### config.mk
export PLATFORM = sky130hd
export DESIGN_NAME = core_exu_issue_ctrl
export DESIGN_NICKNAME = d
export VERILOG_FILES = /design/src/rtl/core_exu_issue_ctrl.sv
export SDC_FILE = /design/constraint.sdc
export NUM_CORES = 1
export LEC_CHECK = 0
export ABC_AREA = 1
export ABC_CLOCK_PERIOD_IN_PS = 3000
export BUFFER_PORTS_ARGS = -buffer_cell sky130_fd_sc_hd__buf_4
export CELL_PAD_IN_SITES_DETAIL_PLACEMENT = 1
export CELL_PAD_IN_SITES_GLOBAL_PLACEMENT = 1
export CORE_MARGIN = 5
export CORE_UTILIZATION = 37
export CTS_CLUSTER_DIAMETER = 60
export CTS_CLUSTER_SIZE = 16
export DETAILED_ROUTE_END_ITERATION = 12
export PLACE_DENSITY = 0.9
export SYNTH_ARGS = -nofsm -noshare
export SYNTH_HDL_FRONTEND = slang
export SYNTH_SLANG_ARGS = --single-unit
### constraint.sdc
create_clock -name clk -period 3 [get_ports clk]
set_input_delay 0.15 -clock clk [delete_from_list [all_inputs] [get_ports clk]]
set_output_delay 0.15 -clock clk [all_outputs]
set_load 0.02 [all_outputs]
### src/rtl/core_exu_issue_ctrl.sv
// Issue control between IDU and EXU.
// Holds decoded instructions back on register hazards (busy-map scoreboard)
// or when the in-flight limit is reached. After a branch it stalls until the
// branch resolves, and it pulses a flush when the jump is taken.
module core_exu_issue_ctrl #(
    parameter int MAX_INFLIGHT = 2
) (
    input  logic        clk,
    input  logic        rstn,
    input  logic        idu_valid,
    output logic        idu_ready,
    input  logic [4:0]  idu_rs1_idx,
    input  logic [4:0]  idu_rs2_idx,
    input  logic [4:0]  idu_rd_idx,
    input  logic        idu_rs1_used,
    input  logic        idu_rs2_used,
    input  logic        idu_rd_wen,
    input  logic        idu_is_bc,
    output logic        exu_rx_valid,
    input  logic        exu_rx_ready,
    input  logic        exu_tx_bc_done,
    input  logic        exu_tx_bc_en,
    input  logic        wbu_wb_valid,
    input  logic [4:0]  wbu_wb_rd_idx,
    output logic        ctrl_flush,
    output logic [31:0] ctrl_busy_map,
    output logic [2:0]  ctrl_inflight,
    output logic        ctrl_err
);

    typedef enum logic [1:0] {
        S_RUN     = 2'd0,
        S_BR_WAIT = 2'd1,
        S_FLUSH   = 2'd2
    } state_t;

    localparam logic [2:0] MAX_CNT = 3'(MAX_INFLIGHT);

    state_t      state_q, state_d;
    logic [31:0] busy_q, busy_d;
    logic [2:0]  inflight_q, inflight_d;
    logic        flush_q;
    logic        err_q, err_d;

    logic        hazard;
    logic        full;
    logic        issue;

    // Hazard check uses only the registered busy map, so a retire frees a
    // dependent instruction on the following cycle. x0 never hazards.
    always_comb begin
        hazard = (idu_rs1_used && (idu_rs1_idx != 5'd0) && busy_q[idu_rs1_idx])
              || (idu_rs2_used && (idu_rs2_idx != 5'd0) && busy_q[idu_rs2_idx])
              || (idu_rd_wen   && (idu_rd_idx  != 5'd0) && busy_q[idu_rd_idx]);
    end

    assign full         = (inflight_q == MAX_CNT);
    assign exu_rx_valid = idu_valid && (state_q == S_RUN) && !hazard && !full;
    assign idu_ready    = exu_rx_valid && exu_rx_ready;
    assign issue        = idu_valid && idu_ready;

    // Per-register busy bit: a new pending write outranks a same-cycle retire.
    assign busy_d[0] = 1'b0;
    generate
        for (genvar gi = 1; gi < 32; gi++) begin : g_busy
            assign busy_d[gi] = (issue && idu_rd_wen && (idu_rd_idx == 5'(gi)))
                             || (busy_q[gi] && !(wbu_wb_valid && (wbu_wb_rd_idx == 5'(gi))));
        end
    endgenerate

    // In-flight count and the sticky error for a retire with nothing in flight.
    always_comb begin
        inflight_d = inflight_q;
        err_d      = err_q;
        if (issue && !wbu_wb_valid) begin
            inflight_d = inflight_q + 3'd1;
        end else if (wbu_wb_valid && !issue && (inflight_q != 3'd0)) begin
            inflight_d = inflight_q - 3'd1;
        end
        if (wbu_wb_valid && (inflight_q == 3'd0)) begin
            err_d = 1'b1;
        end
    end

    // Branch FSM next state: stall after a branch issues, flush if it is taken.
    always_comb begin
        state_d = state_q;
        case (state_q)
            S_RUN: begin
                if (issue && idu_is_bc) state_d = S_BR_WAIT;
            end
            S_BR_WAIT: begin
                if (exu_tx_bc_done) state_d = exu_tx_bc_en ? S_FLUSH : S_RUN;
            end
            S_FLUSH: begin
                state_d = S_RUN;
            end
            default: begin
                state_d = S_RUN;
            end
        endcase
    end

    // State register. The flush flag is registered so it is high exactly while in S_FLUSH.
    always_ff @(posedge clk) begin
        if (!rstn) begin
            state_q    <= S_RUN;
            busy_q     <= 32'd0;
            inflight_q <= 3'd0;
            flush_q    <= 1'b0;
            err_q      <= 1'b0;
        end else begin
            state_q    <= state_d;
            busy_q     <= busy_d;
            inflight_q <= inflight_d;
            flush_q    <= (state_d == S_FLUSH);
            err_q      <= err_d;
        end
    end

    assign ctrl_flush    = flush_q;
    assign ctrl_busy_map = busy_q;
    assign ctrl_inflight = inflight_q;
    assign ctrl_err      = err_q;

endmodule

==> flow_summary_export.csv <==
group,metric,value,unit
status,status,"completed",
critical_path,path_buf_inv,1,
synthesis,synth-warning-count,0,
cts,clockBufferDepth,2,
final_layout,fin_nets,592,
drt,dr.pass1.iters,7,
grt,grt_max_degree,35,
grt,grt_pass1_wl,19.63,mm
final_layout,antenna-diode-count,0,
critical_path,rr_worst_depth,17,
synthesis,syn_area_per_cell,5.864,um2
critical_path,slowest_stage,"fa_1",
critical_path,crit_chain,"nand3_1, nand2_1, nor2_1, nand2_1, nor2_1, nor2_1, nand2_1, nand2_1, nor2_2, nand4_1, fa_1, inv_1, nand3_1, nand2_1, nand3_1, nand2_1, nor2_1",
timing,rsz0062_at_grt,"no",
power,peakVddDrop,231.8,uV
die,initial_core_util,38.27,%
cts,postCtsSetupBuffers,0,
drt,drtAntennaViolNets,0,
critical_path,cp_data_arrival_time,2800,ps
cts,cts_tree,"built",
flow_run,drv_cap,0,
drt,drc,0,
synthesis,yosys_register_bits,38,
power,cellLeakagePower,1.566,nW
final_layout,fin_area,0.003603,mm2
timing,tns,0,ps
hold_path,hold_depth,2,
die,die_w,99.64,um
hold_path,worstHoldStart,"rstn",
die,ios,70,
timing,period_share,86.60,%
die,fp.coreArea,0.007767,mm2
synthesis,synth_fp_nets,539,
place,post-dp-hpwl,9.482,mm
drt,wl,12.42,mm
cts,cts_made_buffers,5,
critical_path,r2r_end,"ctrl_inflight[2]$_SDFFE_PN0P_",
timing,maxSlewHeadroom,34.46,%
critical_path,reg2reg_from,"ctrl_busy_map[3]$_SDFF_PN0_",
place,pre_cts_ws,393.2,ps
cts,clock-root-buffer,"clkbuf_8",
synthesis,syn-instance-count,507,
cts,clk_latency,300,ps
cts,hold_buffers,0,
timing,worst_slack,401.9,ps
grt,grt_usage,25.13,%
place,place_area,0.003461,mm2
critical_path,cp_max_fo,6,
critical_path,path_common_cell,"nand2_1",
timing,worst_slew_pin_slew,977.1,ps
drt,vias,3789,
drt,vias_per_cell,5.715,
hold_path,min_to,"ctrl_err$_SDFFE_PN0P_",
power,power_density,400.5,mW/mm2
critical_path,crit_path_max_incr_delay,440,ps
final_layout,drive_gt1_share,18.36,%
final_layout,fillerInstances,1126,
grt,grt_pass1_vias,3850,
timing,slew_violations,0,
cts,htreeDepth,2,
timing,min_period,2598,ps
hold_path,hold_class,"in2reg",
critical_path,critPathKind,"reg2reg",
cts,cts.sinks,38,
timing,worst_clock_skew,12.12,ps
grt,grt-ovfl-total,0,
drt,routedWlPerCell,18.74,um
critical_path,worst_setup_path_start_kind,"flop",
timing,setup_viol,0,
final_layout,syn2layout_area_growth,21.21,%
final_layout,seq_area,760.7,um2
place,globalplace.congestion,0.9559,
cts,clk_pin_slew,90,ps
die,die_h,99.64,um
die,rows,32,
critical_path,worstPathRequired,3210,ps
synthesis,synthDistinctLibCells,31,
critical_path,reg2reg_slack,400,ps
synthesis,synthesis.area,0.002973,mm2
synthesis,ys_seq_area_share,25.59,%
critical_path,cpLargestDelayFamily,"simple AND/OR/NAND/NOR gates",
critical_path,endpoint_kind,"flop",
final_layout,multiInputGateArea,0.001869,mm2
drt,dr.first_iter.drc_count,363,
timing,max_freq,384.9,MHz
place,portBuffers,68,
grt,antenna_found_initial,0,
cts,cts.repair.resized,0,
die,dieArea,0.009927,mm2
timing,final_hold_viol_count,0,
-- worst max path at each step --
stage                                      start                       endpoint  slack [ps]  depth (start not counted)
floorplan            ctrl_busy_map[4]$_SDFF_PN0_  ctrl_inflight[2]$_SDFFE_PN0P_         850                         17
detailed placement                 idu_rd_idx[0]  ctrl_inflight[2]$_SDFFE_PN0P_         390                         21
finish               ctrl_busy_map[3]$_SDFF_PN0_  ctrl_inflight[2]$_SDFFE_PN0P_         400                         17
CTS                  ctrl_busy_map[1]$_SDFF_PN0_  ctrl_inflight[2]$_SDFFE_PN0P_         440                         17
global placement                   idu_rd_idx[4]  ctrl_inflight[2]$_SDFFE_PN0P_         530                         13
global route        ctrl_busy_map[22]$_SDFF_PN0_  ctrl_inflight[2]$_SDFFE_PN0P_         170                         19
-- power by group --
group	leakage, nW	total [W]	internal (W)	switching, W
combinational	1.19	0.000344	0.000116	0.000228
sequential	0.307	0.000541	0.000520	0.0000208
clock	0.0714	0.000559	0.000355	0.000204
total	1.57	0.00144	0.000991	0.000453
-- logic make-up (layout without fill, tap and decap cells) --
family | Yosys count | in the layout | share of synthesized area (%)
other | 1 | 1 | 0.1261
buffers and inverters | 71 | 125 | 11.53
adders and majority gates | 1 | 1 | 0.6734
and+or+nand+nor | 286 | 286 | 42.21
AOI/OAI and AO/OA | 110 | 110 | 19.87
DFF | 38 | 38 | 25.59
-- routing by layer --
layer	share of wire (%)	vias up	track usage, %
met5	0	-	0
met4	3.1	0	10.82
met3	8.6	27	4.979
met2	46	190	41.27
met1	42	1807	31.97
li1	-	1765	-
-- cell usage after synthesis --
library cell	number	area share, %
nand2_4	1	0.38
fa_1	1	0.67
nand2_1	140	18
nor2_2	5	1.1
buf_4	2	0.50
a22oi_1	2	0.50
a21oi_1	46	7.7
o31ai_1	1	0.25
buf_6	8	3.0
o21a_1	1	0.25
dfxtp_1	38	26
clkbuf_1	7	0.88
inv_2	5	0.63
nand3_2	11	3.7
clkinv_2	1	0.17
o22ai_1	1	0.21
nand4_1	4	0.84
and2_1	1	0.21
nor2_1	62	7.8
clkinv_1	2	0.25
buf_2	6	1.0
o21ai_0	45	7.6
nand3_1	44	7.4
conb_1	1	0.13
nor3_1	16	2.7
o211ai_1	10	2.5
or2_2	2	0.42
buf_1	1	0.13
inv_1	39	4.9
o21ai_1	3	0.50
o221ai_1	1	0.29
-- per-stage QoR --
step | instances | power (W) | util, % | hold slack (ps)
after floorplan | 507 | 0.0007773 | - | 267.5
after global placement | 655 | 0.0008815 | 44.56 | 404.0
after detailed placement | 655 | 0.0008922 | 44.56 | 408.3
after CTS | 663 | 0.001446 | 46.39 | 91.87
after global routing | 663 | 0.001507 | 46.39 | 99.73
final | 663 | 0.001443 | 46.39 | 94.35
-- layout by cell type, fill, tap and decap left out, types with 11 or more instances in the layout --
master and instances:
a21oi_1 46, buf_4 70, dfxtp_1 38, inv_1 39, nand2_1 140, nand3_1 44
nand3_2 11, nor2_1 62, nor3_1 16, o21ai_0 45
-- layout make-up --
cell class	instances	area share, %
inverters	47	4.931
flip-flops and latches	38	21.11
multi-input cells	398	51.87
well taps	102	3.542
clock buffers	6	2.292
clock inverters	2	1.667
repair buffers	70	14.58
-- state kept, by name, summed over array words and instances, names as in the netlist --
signal	count
ctrl_busy_map	31
ctrl_inflight	3
state_q	2
ctrl_err	1
ctrl_flush	1
-- worst register-to-register path: stages, from the launching register on --
cell and delay, ps:
dfxtp_1 410, nand3_1 160, nand2_1 80, nor2_1 140, nand2_1 80, nor2_1 130
nor2_1 50, nand2_1 80, nand2_1 60, nor2_2 170, nand4_1 270, fa_1 440
inv_1 80, nand3_1 80, nand2_1 90, nand3_1 70, nand2_1 70, nor2_1 40
No activity file was read; power rests on OpenSTA's default activity.
